[config.mk]
export PLATFORM = sky130hd
export DESIGN_NAME = indec_ms_flat
export DESIGN_NICKNAME = d
export VERILOG_FILES = /design/src/rtl/indec_ms_pkg.sv /design/src/rtl/indec_ms_if.sv /design/src/rtl/indec_ms_cmd_asm.sv /design/src/rtl/indec_ms.sv /design/src/flat_wrapper.sv
export SDC_FILE = /design/constraint.sdc
export NUM_CORES = 1
export LEC_CHECK = 0
export CORE_UTILIZATION = 30
export DETAILED_ROUTE_END_ITERATION = 10
export PLACE_DENSITY = 0.56
export SYNTH_ARGS = -nofsm -noshare
export SYNTH_HDL_FRONTEND = slang
export SYNTH_SLANG_ARGS = --single-unit
[constraint.sdc]
create_clock -name clk_i -period 2.1 [get_ports clk_i]
set_input_delay 0.63 -clock clk_i [delete_from_list [all_inputs] [get_ports clk_i]]
set_output_delay 0.63 -clock clk_i [all_outputs]
set_load 0.03 [all_outputs]
[src/rtl/indec_ms_pkg.sv]
// logIP_pkg: opcodes, framing states and stage-field helpers shared by the SUMP command decoder
package logIP_pkg;
  typedef enum logic {IDLE, ARG} state_t;
  localparam logic [7:0] OP_RST  = 8'h00;
  localparam logic [7:0] OP_ARM  = 8'h01;
  localparam logic [7:0] OP_ID   = 8'h02;
  localparam logic [7:0] OP_META = 8'h04;
  localparam logic [7:0] OP_XON  = 8'h11;
  localparam logic [7:0] OP_XOFF = 8'h13;
  localparam logic [7:0] OP_DIV  = 8'h80;
  localparam logic [7:0] OP_CNT  = 8'h81;
  localparam logic [7:0] OP_FLGS = 8'h82;
  localparam logic [7:0] OP_MASK = 8'hC0;
  localparam logic [7:0] OP_VAL  = 8'hC1;
  localparam logic [7:0] OP_CFG  = 8'hC2;
  localparam logic [7:0] STG_MASK = 8'h0C;
  // stage opcode once the stage field is cleared: 11_00_xx_ss with ss in 0..2
  function automatic logic is_stage(input logic [7:0] op);
    return (op & ~STG_MASK) inside {OP_MASK, OP_VAL, OP_CFG};
  endfunction
endpackage

[src/rtl/indec_ms_if.sv]
// indec_ms_if: received byte stream in, decoded command strobes and argument out
interface indec_ms_if #(parameter int STAGES = 4);
  localparam int SW = (STAGES > 1) ? $clog2(STAGES) : 1;
  logic rx_stb_i;
  logic [7:0] rx_data_i;
  logic [31:0] cmd_o;
  logic [SW-1:0] stg_o;
  logic stb_o, sft_rst_o, armd_o, id_o, meta_o, xon_o, xoff_o;
  logic set_mask_o, set_val_o, set_cfg_o, set_div_o, set_cnt_o, set_flgs_o;
  logic err_o, busy_o;
  modport master (
    output rx_stb_i, rx_data_i,
    input cmd_o, stg_o, stb_o, sft_rst_o, armd_o, id_o, meta_o, xon_o, xoff_o,
    input set_mask_o, set_val_o, set_cfg_o, set_div_o, set_cnt_o, set_flgs_o, err_o, busy_o
  );
  modport slave (
    input rx_stb_i, rx_data_i,
    output cmd_o, stg_o, stb_o, sft_rst_o, armd_o, id_o, meta_o, xon_o, xoff_o,
    output set_mask_o, set_val_o, set_cfg_o, set_div_o, set_cnt_o, set_flgs_o, err_o, busy_o
  );
endinterface

[src/rtl/indec_ms_cmd_asm.sv]
// cmd_asm: frames the byte stream into short and 5-byte long commands with an inter-byte timeout
module cmd_asm
  import logIP_pkg::*;
#(
  parameter int TMO_CYC = 100000
) (
  input  logic clk_i,
  input  logic rst_in,
  input  logic stb,
  input  logic [7:0] data,
  output logic [7:0] opc,
  output logic [31:0] arg,
  output logic sht,
  output logic lng,
  output logic tmo,
  output logic busy
);
  localparam int TW = $clog2(TMO_CYC);
  localparam logic [TW-1:0] TMAX = TW'(TMO_CYC - 1);
  state_t st;
  logic [1:0] cnt;
  logic [TW-1:0] tmr;
  logic [7:0] op_q;
  logic [23:0] arg_q;
  assign busy = st == ARG;
  assign sht = !busy && stb && !data[7];
  assign lng = busy && stb && cnt == 2'd3;
  assign tmo = busy && !stb && tmr == TMAX;
  assign opc = busy ? op_q : data;
  assign arg = {data, arg_q};
  // framing: opcode capture in IDLE, argument shift and timeout in ARG; a byte beats expiry
  always_ff @(posedge clk_i) begin
    if (!rst_in) begin
      st <= IDLE;
      cnt <= '0;
      tmr <= '0;
      op_q <= '0;
      arg_q <= '0;
    end else if (!busy) begin
      if (stb && data[7]) begin
        st <= ARG;
        op_q <= data;
        cnt <= '0;
        tmr <= '0;
      end
    end else if (stb) begin
      arg_q <= {data, arg_q[23:8]};
      cnt <= cnt + 2'd1;
      tmr <= '0;
      if (cnt == 2'd3) st <= IDLE;
    end else if (tmr == TMAX) begin
      st <= IDLE;
    end else begin
      tmr <= tmr + 1'b1;
    end
  end
endmodule

[src/rtl/indec_ms.sv]
// indec_ms: SUMP command decoder with parametrised trigger stages and registered decode strobes
module indec_ms
  import logIP_pkg::*;
#(
  parameter int STAGES = 4,
  parameter int TMO_CYC = 100000
) (
  input  logic clk_i,
  input  logic rst_in,
  indec_ms_if.slave bus
);
  localparam int SW = (STAGES > 1) ? $clog2(STAGES) : 1;
  logic [7:0] opc;
  logic [31:0] arg;
  logic sht, lng, tmo, busy;
  logic s_ok, stg_ok, l_ok;
  cmd_asm #(.TMO_CYC(TMO_CYC)) u_asm (
    .clk_i(clk_i),
    .rst_in(rst_in),
    .stb(bus.rx_stb_i),
    .data(bus.rx_data_i),
    .opc(opc),
    .arg(arg),
    .sht(sht),
    .lng(lng),
    .tmo(tmo),
    .busy(busy)
  );
  assign bus.busy_o = busy;
  // opcode classification for the byte or frame completing this cycle
  always_comb begin
    s_ok = opc inside {OP_RST, OP_ARM, OP_ID, OP_META, OP_XON, OP_XOFF};
    stg_ok = is_stage(opc) && int'(opc[3:2]) < STAGES;
    l_ok = stg_ok || opc inside {OP_DIV, OP_CNT, OP_FLGS};
  end
  // registered one-cycle strobes; argument and stage only move on an accepted long command
  always_ff @(posedge clk_i) begin
    if (!rst_in) begin
      bus.cmd_o <= '0;
      bus.stg_o <= '0;
      bus.stb_o <= 1'b0;
      bus.err_o <= 1'b0;
      bus.sft_rst_o <= 1'b0;
      bus.armd_o <= 1'b0;
      bus.id_o <= 1'b0;
      bus.meta_o <= 1'b0;
      bus.xon_o <= 1'b0;
      bus.xoff_o <= 1'b0;
      bus.set_mask_o <= 1'b0;
      bus.set_val_o <= 1'b0;
      bus.set_cfg_o <= 1'b0;
      bus.set_div_o <= 1'b0;
      bus.set_cnt_o <= 1'b0;
      bus.set_flgs_o <= 1'b0;
    end else begin
      bus.sft_rst_o <= sht && opc == OP_RST;
      bus.armd_o <= sht && opc == OP_ARM;
      bus.id_o <= sht && opc == OP_ID;
      bus.meta_o <= sht && opc == OP_META;
      bus.xon_o <= sht && opc == OP_XON;
      bus.xoff_o <= sht && opc == OP_XOFF;
      bus.set_mask_o <= lng && stg_ok && opc[1:0] == 2'd0;
      bus.set_val_o <= lng && stg_ok && opc[1:0] == 2'd1;
      bus.set_cfg_o <= lng && stg_ok && opc[1:0] == 2'd2;
      bus.set_div_o <= lng && opc == OP_DIV;
      bus.set_cnt_o <= lng && opc == OP_CNT;
      bus.set_flgs_o <= lng && opc == OP_FLGS;
      bus.stb_o <= (sht && s_ok) || (lng && l_ok);
      bus.err_o <= (sht && !s_ok) || (lng && !l_ok) || tmo;
      if (lng && l_ok) bus.cmd_o <= arg;
      if (lng && stg_ok) bus.stg_o <= SW'(opc[3:2]);
    end
  end
endmodule

[src/flat_wrapper.sv]
// flat-port wrapper written by rule: the top's interface ports become plain ports
module indec_ms_flat import logIP_pkg::*;
#(
  parameter int STAGES = 4,
  parameter int TMO_CYC = 100000
)
  (clk_i, rst_in, bus_rx_stb_i, bus_rx_data_i, bus_cmd_o, bus_stg_o, bus_stb_o, bus_sft_rst_o, bus_armd_o, bus_id_o, bus_meta_o, bus_xon_o, bus_xoff_o, bus_set_mask_o, bus_set_val_o, bus_set_cfg_o, bus_set_div_o, bus_set_cnt_o, bus_set_flgs_o, bus_err_o, bus_busy_o);
  indec_ms_if #(.STAGES(STAGES)) bus_i ();
  input  logic clk_i;
  input  logic rst_in;
  input wire logic [$bits(bus_i.rx_stb_i)-1:0] bus_rx_stb_i;
  input wire logic [$bits(bus_i.rx_data_i)-1:0] bus_rx_data_i;
  output wire logic [$bits(bus_i.cmd_o)-1:0] bus_cmd_o;
  output wire logic [$bits(bus_i.stg_o)-1:0] bus_stg_o;
  output wire logic [$bits(bus_i.stb_o)-1:0] bus_stb_o;
  output wire logic [$bits(bus_i.sft_rst_o)-1:0] bus_sft_rst_o;
  output wire logic [$bits(bus_i.armd_o)-1:0] bus_armd_o;
  output wire logic [$bits(bus_i.id_o)-1:0] bus_id_o;
  output wire logic [$bits(bus_i.meta_o)-1:0] bus_meta_o;
  output wire logic [$bits(bus_i.xon_o)-1:0] bus_xon_o;
  output wire logic [$bits(bus_i.xoff_o)-1:0] bus_xoff_o;
  output wire logic [$bits(bus_i.set_mask_o)-1:0] bus_set_mask_o;
  output wire logic [$bits(bus_i.set_val_o)-1:0] bus_set_val_o;
  output wire logic [$bits(bus_i.set_cfg_o)-1:0] bus_set_cfg_o;
  output wire logic [$bits(bus_i.set_div_o)-1:0] bus_set_div_o;
  output wire logic [$bits(bus_i.set_cnt_o)-1:0] bus_set_cnt_o;
  output wire logic [$bits(bus_i.set_flgs_o)-1:0] bus_set_flgs_o;
  output wire logic [$bits(bus_i.err_o)-1:0] bus_err_o;
  output wire logic [$bits(bus_i.busy_o)-1:0] bus_busy_o;
  assign bus_i.rx_stb_i = bus_rx_stb_i;
  assign bus_i.rx_data_i = bus_rx_data_i;
  assign bus_cmd_o = bus_i.cmd_o;
  assign bus_stg_o = bus_i.stg_o;
  assign bus_stb_o = bus_i.stb_o;
  assign bus_sft_rst_o = bus_i.sft_rst_o;
  assign bus_armd_o = bus_i.armd_o;
  assign bus_id_o = bus_i.id_o;
  assign bus_meta_o = bus_i.meta_o;
  assign bus_xon_o = bus_i.xon_o;
  assign bus_xoff_o = bus_i.xoff_o;
  assign bus_set_mask_o = bus_i.set_mask_o;
  assign bus_set_val_o = bus_i.set_val_o;
  assign bus_set_cfg_o = bus_i.set_cfg_o;
  assign bus_set_div_o = bus_i.set_div_o;
  assign bus_set_cnt_o = bus_i.set_cnt_o;
  assign bus_set_flgs_o = bus_i.set_flgs_o;
  assign bus_err_o = bus_i.err_o;
  assign bus_busy_o = bus_i.busy_o;
  indec_ms #(.STAGES(STAGES), .TMO_CYC(TMO_CYC)) u_core (.clk_i(clk_i), .rst_in(rst_in), .bus(bus_i));
endmodule
==> flow_metrics.tcl, run 1 <==
set metrics [dict create \
    status "completed" \
    design.die.area_um2 14500 \
    vias_per_cell 4.73 \
    cts_hold_buf 0 \
    numCtsBuffers 9 \
    regArea_um2 2000 \
    synthTopCellsByCount "nand2_1 (126), dfxtp_1 (100), a21boi_0 (56)" \
    p_per_area_nw_per_um2 697 \
    critPathKind "input pin to register" \
    worst_slack_ns 0.0724 \
    multi_input_area_um2 2050 \
    p_leak_uw 0.00195 \
    cp_cell_sequence "clkdlybuf4s50_1, buf_4, nand3b_1, nand2_2, a211o_1, buf_12, nand2_1, a21boi_0" \
    cp.required_ns 2.36 \
    fin_crit_sh_pct 96.6 \
    drc 0 \
    ys_warn_count 0 \
    drt_wl_total_mm 10.4 \
    setup_viol 0 \
    stdcell_count 756 \
    vdd_drop_max_v 0.000325 \
    slew_viol_final 0 \
    arrival_ns 2.29 \
    synth.most_common_cell "nand2_1" \
    holdCritPathClass "register to register" \
    yosysTopAreaCellShare_pct 47.7 \
    rows 42 \
    slowest_delay_ns 0.55 \
    drive_above_1_share_pct 13.8 \
    antenna_found_initial 0 \
    preCtsSetupSlack_ns -0.269 \
    final_area_um2 5630 \
    place.gp.congestion 0.809 \
    synth_edf_count 0 \
    ys.flop_type "dfxtp_1" \
    htree_levels 3 \
    die_h_um 120 \
    diodes 0 \
    ant_nets 0 \
    port_buffers 59 \
    synthesis.area_um2 4190 \
    fp.dieW_um 120 \
    dp_hpwl_mm 7.25 \
    hold_violations 0 \
    nets 588 \
    cts_tree "done" \
    grt_max_degree 44 \
    relSlewSlack_pct 69.4 \
    io_pins 60 \
    dp.cells 736 \
    crit_path_end_kind "register" \
    drt_iter0_drc 275 \
    avgSynthCellArea_um2 8.63 \
    synth.ff_latch_count 100 \
    crit_fanout 32 \
    synthCells 486 \
    ys_types 55 \
    clock_path_buffers 2 \
    fillers 1377 \
    critPathLaunchType "input pin" \
    fin_worst_skew_ns 0.00846 \
    period_minus_slack_ns 2.03 \
    track_usage_pct 15.1 \
    synth_nets 499 \
    postPlaceCellArea_um2 5240 \
    wl_per_cell_um 13.8 \
    grt_pass1_vias 3374 \
    syn2layout_area_growth_pct 34.3 \
    path_clk_slew_ns 0.07 \
    synthTopCellsByArea "dfxtp_1 (48%), nand2_1 (11%), a21boi_0 (10%)" \
    clock_latency_ns 0.35 \
    grt-ovfl-total 0 \
    cts-root-buf "clkbuf_16" \
    slowest_stage "clkdlybuf4s50_1" \
    clock-sinks 100 \
    initial_utilization_pct 31.2 \
    core_um2 13500 \
    worstMarginPinSlew_ns 0.455 \
    synth_seq_area_share_pct 47.7 \
    total_power_uw 3930 \
    synthArstFlopShare_pct 0 \
    final_core_util_pct 41.9 \
    grt_pass1_wl_mm 17.3 \
    synth_area_leader_cell "dfxtp_1" \
    drv_cap 0 \
    vias 3574 \
    fmax_ghz 0.493 \
    firstDrtPassIters 4 \
]
report_power, final:
part           switching, µW  total [µW]  internal (µW)
Combinational            159         299            141
Clock                    728        1690            966
Sequential              19.2        1930           1910
Total                    906        3930           3020
state kept, by name, indices dropped and copies added (netlist names), 2 cells and up:
name                count
u_core.u_asm.cnt        2
u_core.bus.stg_o        2
u_core.bus.cmd_o       32
u_core.u_asm.tmr       17
u_core.u_asm.arg_q     24
u_core.u_asm.op_q       8
metal layers:
layer / part of all wire (%) / vias to the layer above / track usage (%)
met3: 4.8 / 15 / 3.54
met1: 53 / 1637 / 21.7
met4: 2.0 / 0 / 6.56
met5: 0 / - / 0
li1: - / 1831 / -
met2: 40 / 91 / 21.4
placed cells by master, fill, tap and decap left out, drive strengths merged, types with 3 or more instances in the layout:
cell type and instances:
nand2 127, dfxtp 100, a21boi 59, clkdlybuf4s50 57
buf 50, nor2 30, clkbuf 14, xnor2 13
nand3 13, nor2b 10, mux2i 10, a21oi 10
nor3 8, a31oi 7, inv 7, nor3b 6
o21ai 6, nand4 5, a211oi 5, and4 4
and2 4, nand3b 3
critical path: cells and delay by family:
kind / cells / cell delay, ns
buffers and inverters: 3 / 0.89
AOI/OAI and AO/OA: 2 / 0.37
and+or+nand+nor: 3 / 0.39
per-stage QoR:
| step | TNS, ns | hold slack [ns] |
|---|---|---|
| floorplan | 0 | 0.441 |
| global placement | -8.45 | 0.451 |
| detailed placement | -8.64 | 0.454 |
| CTS | 0 | 0.466 |
| global route | -0.00416 | 0.475 |
| finish | 0 | 0.454 |
logic make-up after synthesis:
kind of cell               after synthesis  share of synthesized area, %
AOI/OAI and AO/OA                      102                          18.3
xor gates and xnor gates                14                          2.92
adders and majority gates                2                         0.597
buffers and inverters                   37                          4.00
DFF                                    100                          47.7
muxes                                   11                          2.66
and+or+nand+nor                        220                          23.8
final timing paths:
path / depth (start not counted) / slack, ns / start / end
max: 8 / 0.07 / bus_rx_data_i[1] / u_core.bus.cmd_o[20]
min: 2 / 0.45 / u_core.bus.cmd_o[3] / u_core.bus.cmd_o[3]
max reg2reg: 6 / 0.16 / u_core.u_asm.tmr[11] / u_core.u_asm.tmr[12]
min reg2reg: 2 / 0.45 / u_core.bus.cmd_o[3] / u_core.bus.cmd_o[3]
repair_timing:
| action | 4_1_cts | 5_1_grt |
|---|---|---|
| setup buffers | 0 | 2 |
| setup endpoints to repair | 0 | 26 |
| resized for setup | 0 | 16 |
layout make-up:
type | instances | share of cell area [%]
Tap cell | 176 | 3.91
Clock inverter | 4 | 1.00
Sequential cell | 100 | 35.5
Inverter | 6 | 0.400
Timing Repair Buffer | 109 | 18.4
Multi-Input combinational cell | 349 | 36.4
Clock buffer | 12 | 4.38
Power figures use the tool's default switching activity.
==> run 2, diff against run 1 <==
--- a/config.mk
+++ b/config.mk
@@ -5,9 +5,11 @@
 export SDC_FILE = /design/constraint.sdc
 export NUM_CORES = 1
 export LEC_CHECK = 0
-export CORE_UTILIZATION = 30
+export CELL_PAD_IN_SITES_DETAIL_PLACEMENT = 1
+export CELL_PAD_IN_SITES_GLOBAL_PLACEMENT = 2
+export CORE_UTILIZATION = 29
 export DETAILED_ROUTE_END_ITERATION = 10
-export PLACE_DENSITY = 0.56
+export PLACE_DENSITY = 0.79
 export SYNTH_ARGS = -nofsm -noshare
 export SYNTH_HDL_FRONTEND = slang
 export SYNTH_SLANG_ARGS = --single-unit
==> run 2 against run 1 <==
Compared with the run above: non-clock buffer count increased by 4; clock skew about the same; wire length rose by 11%; maximum frequency is 0.50% lower; clock power rose by 5%; register-to-register slack about the same; combinational power grew 7.4%; setup slack worse by 0.010 ns; sequential power is essentially flat; via count is 2.1% higher; largest cell class unchanged; largest power group unchanged; highest routed layer unchanged.
==> flow_metrics.tcl, run 2 (synthesis gave the netlist of run 1 again) <==
set metrics [dict create \
    relSlewSlack_pct 69.2 \
    ant_nets 0 \
    final_common_cell "nand2_1" \
    fin_worst_skew_ns 0.00809 \
    nets 592 \
    status "completed" \
    power_frac_comb_pct 8.0 \
    reg2reg_slack_ns 0.17 \
    cp.required_ns 1.47 \
    reg2reg_depth 6 \
    initial_utilization_pct 30.0 \
    p_seq_share_pct 48.0 \
    drv_cap 0 \
    grt-ovfl-total 0 \
    largest-register "u_core.bus.cmd_o" \
    worst_slack_ns 0.0623 \
    cts_resized 0 \
    drt_wl_total_mm 11.6 \
    critPathTopFamily "buffers and inverters" \
    fillers 1648 \
    clock-sinks 100 \
    critPathLaunchType "register" \
    vias_per_cell 4.77 \
    critPathKind "register to output port" \
    drc 0 \
    critPathLaunch "u_core.bus.cmd_o[19]" \
    worstSetupPathDepth 1 \
    cts_tree "done" \
    top_regs "u_core.bus.cmd_o x32, u_core.u_asm.arg_q x24, u_core.u_asm.tmr x17" \
    internal_power_uw 3030 \
    fp.dieW_um 122 \
    rows 43 \
    clkPwrFrac_pct 44.1 \
    die_h_um 122 \
    drive_above_1_share_pct 14.9 \
    p_switching_uw 1010 \
    track_usage_pct 16.7 \
    rsz0062_at_grt "no" \
    clock_path_buffers 2 \
    place.gp.congestion 0.840 \
    grt_pass1_vias 3789 \
    wl_per_cell_um 15.2 \
    worstMarginPinSlew_ns 0.450 \
    largest_reg_flops 32 \
    design.die.area_um2 14900 \
    fmax_ghz 0.491 \
    worstSetupEndpoint "bus_cmd_o[19]" \
    p_leak_uw 0.00201 \
    grt_pass1_wl_mm 19.2 \
    io_pins 60 \
    vias 3648 \
    hold_violations 0 \
    p_per_area_nw_per_um2 712 \
    clock_latency_ns 0.36 \
    core_um2 14000 \
    diodes 0 \
    cts_hold_buf 0 \
    holdCritPathClass "register to register" \
    total_power_uw 4030 \
    rr_endpoint "u_core.u_asm.tmr[16]" \
    slew_viol_final 0 \
    drt_iter0_drc 196 \
    firstDrtPassIters 4 \
    grt_max_degree 33 \
    port_buffers 59 \
    final_cell_mix "nand2_1 (125), dfxtp_1 (99), a21boi_0 (56), clkdlybuf4s50_1 (55), buf_4 (51)" \
    vdd_drop_max_v 0.000322 \
    htree_levels 3 \
    post-cts-setup-buffers 0 \
    cp_cell_sequence "clkdlybuf4s50_1" \
    worstReg2RegStart "u_core.u_asm.tmr[12]" \
    dp_hpwl_mm 8.46 \
    switching_share_pct 25.0 \
    slowest_stage "clkdlybuf4s50_1" \
    critical_path_buf_inv_count 1 \
    crit_fanout 2 \
    setup_viol 0 \
    syn2layout_area_growth_pct 35.1 \
    path_clk_slew_ns 0.08 \
    antenna_found_initial 0 \
    preCtsSetupSlack_ns -0.307 \
    crit_path_end_kind "output port" \
    fin_crit_sh_pct 97.0 \
    numCtsBuffers 9 \
    arrival_ns 1.41 \
    cts-root-buf "clkbuf_16" \
    period_minus_slack_ns 2.04 \
    slowest_delay_ns 0.69 \
]
[run 2: changes by cell type in the layout (fill, tap and decap cells not counted), moves of 2 or more]
cell             change
inv_8                +2
clkbuf_1             -2
buf_4                +6
clkinv_4             -2
clkbuf_16            -2
a21boi_1            -10
dlymetal6s2s_1       +2
clkdlybuf4s50_1      -2
a21boi_0            +10
[run 2: worst min path at each step]
| stage | start | end | slack, ns | cells after the start |
|---|---|---|---|---|
| 4_1_cts | u_core.bus.cmd_o[10] | u_core.bus.cmd_o[10] | 0.47 | 2 |
| 3_3_place_gp | u_core.bus.cmd_o[24] | u_core.bus.cmd_o[24] | 0.45 | 2 |
| 6_report | u_core.bus.cmd_o[10] | u_core.bus.cmd_o[10] | 0.46 | 2 |
| 5_1_grt | u_core.bus.cmd_o[10] | u_core.bus.cmd_o[10] | 0.48 | 2 |
| 2_1_floorplan | u_core.u_asm.arg_q[3] | u_core.bus.cmd_o[3] | 0.44 | 2 |
| 3_5_place_dp | u_core.bus.cmd_o[10] | u_core.bus.cmd_o[10] | 0.46 | 2 |
[run 2: final cells by class]
| type | instances | area, µm² | share of cell area [%] |
|---|---|---|---|
| Multi-Input combinational cell | 349 | 2050 | 36.2 |
| Sequential cell | 100 | 2000 | 35.3 |
| Timing Repair Buffer | 113 | 1040 | 18.4 |
| Clock buffer | 9 | 225 | 3.97 |
| Tap cell | 180 | 225 | 3.97 |
| Clock inverter | 7 | 93.8 | 1.66 |
| Inverter | 6 | 22.5 | 0.397 |
[run 2: worst reg2reg max path: cells and delay by family (launching register included)]
kind	cells	cell delay [ns]
AND/OR/NAND/NOR	2	0.61
AO/OA/AOI/OAI	2	0.58
flip-flops	1	0.34
buffers and inverters	1	0.17
XOR/XNOR	1	0.12
[run 2: stage by stage]
stage | std cells | hold slack, ns | instance area (µm²) | TNS, ns | util [%]
3_3_place_gp | 748 | 0.451 | 5320 | -8.43 | 38.0
5_1_grt | 764 | 0.480 | 5670 | 0 | 40.5
3_5_place_dp | 748 | 0.457 | 5320 | -10.99 | 38.0
2_1_floorplan | 486 | 0.441 | 4190 | 0 | -
6_report | 764 | 0.462 | 5670 | 0 | 40.5
4_1_cts | 764 | 0.467 | 5640 | 0 | 40.3
[run 2: routing by layer]
metal	vias to the layer above	global-route usage [%]	wire, µm	share of wire (%)
met2	59	27.4	5500	48
met1	1740	21.5	5550	48
met4	0	4.88	139	1.2
met5	-	0	0	0
li1	1839	-	-	-
met3	10	4.41	385	3.3
[run 2: power by group through the flow]
| stage | sequential [µW] | combinational, µW | clock [µW] |
|---|---|---|---|
| after floorplan | 1970 | 162 | 0 |
| after global placement | 1980 | 312 | 0 |
| after detailed placement | 1980 | 318 | 0 |
| after CTS | 1930 | 320 | 1830 |
| after global routing | 1940 | 350 | 1910 |
| final | 1940 | 321 | 1780 |
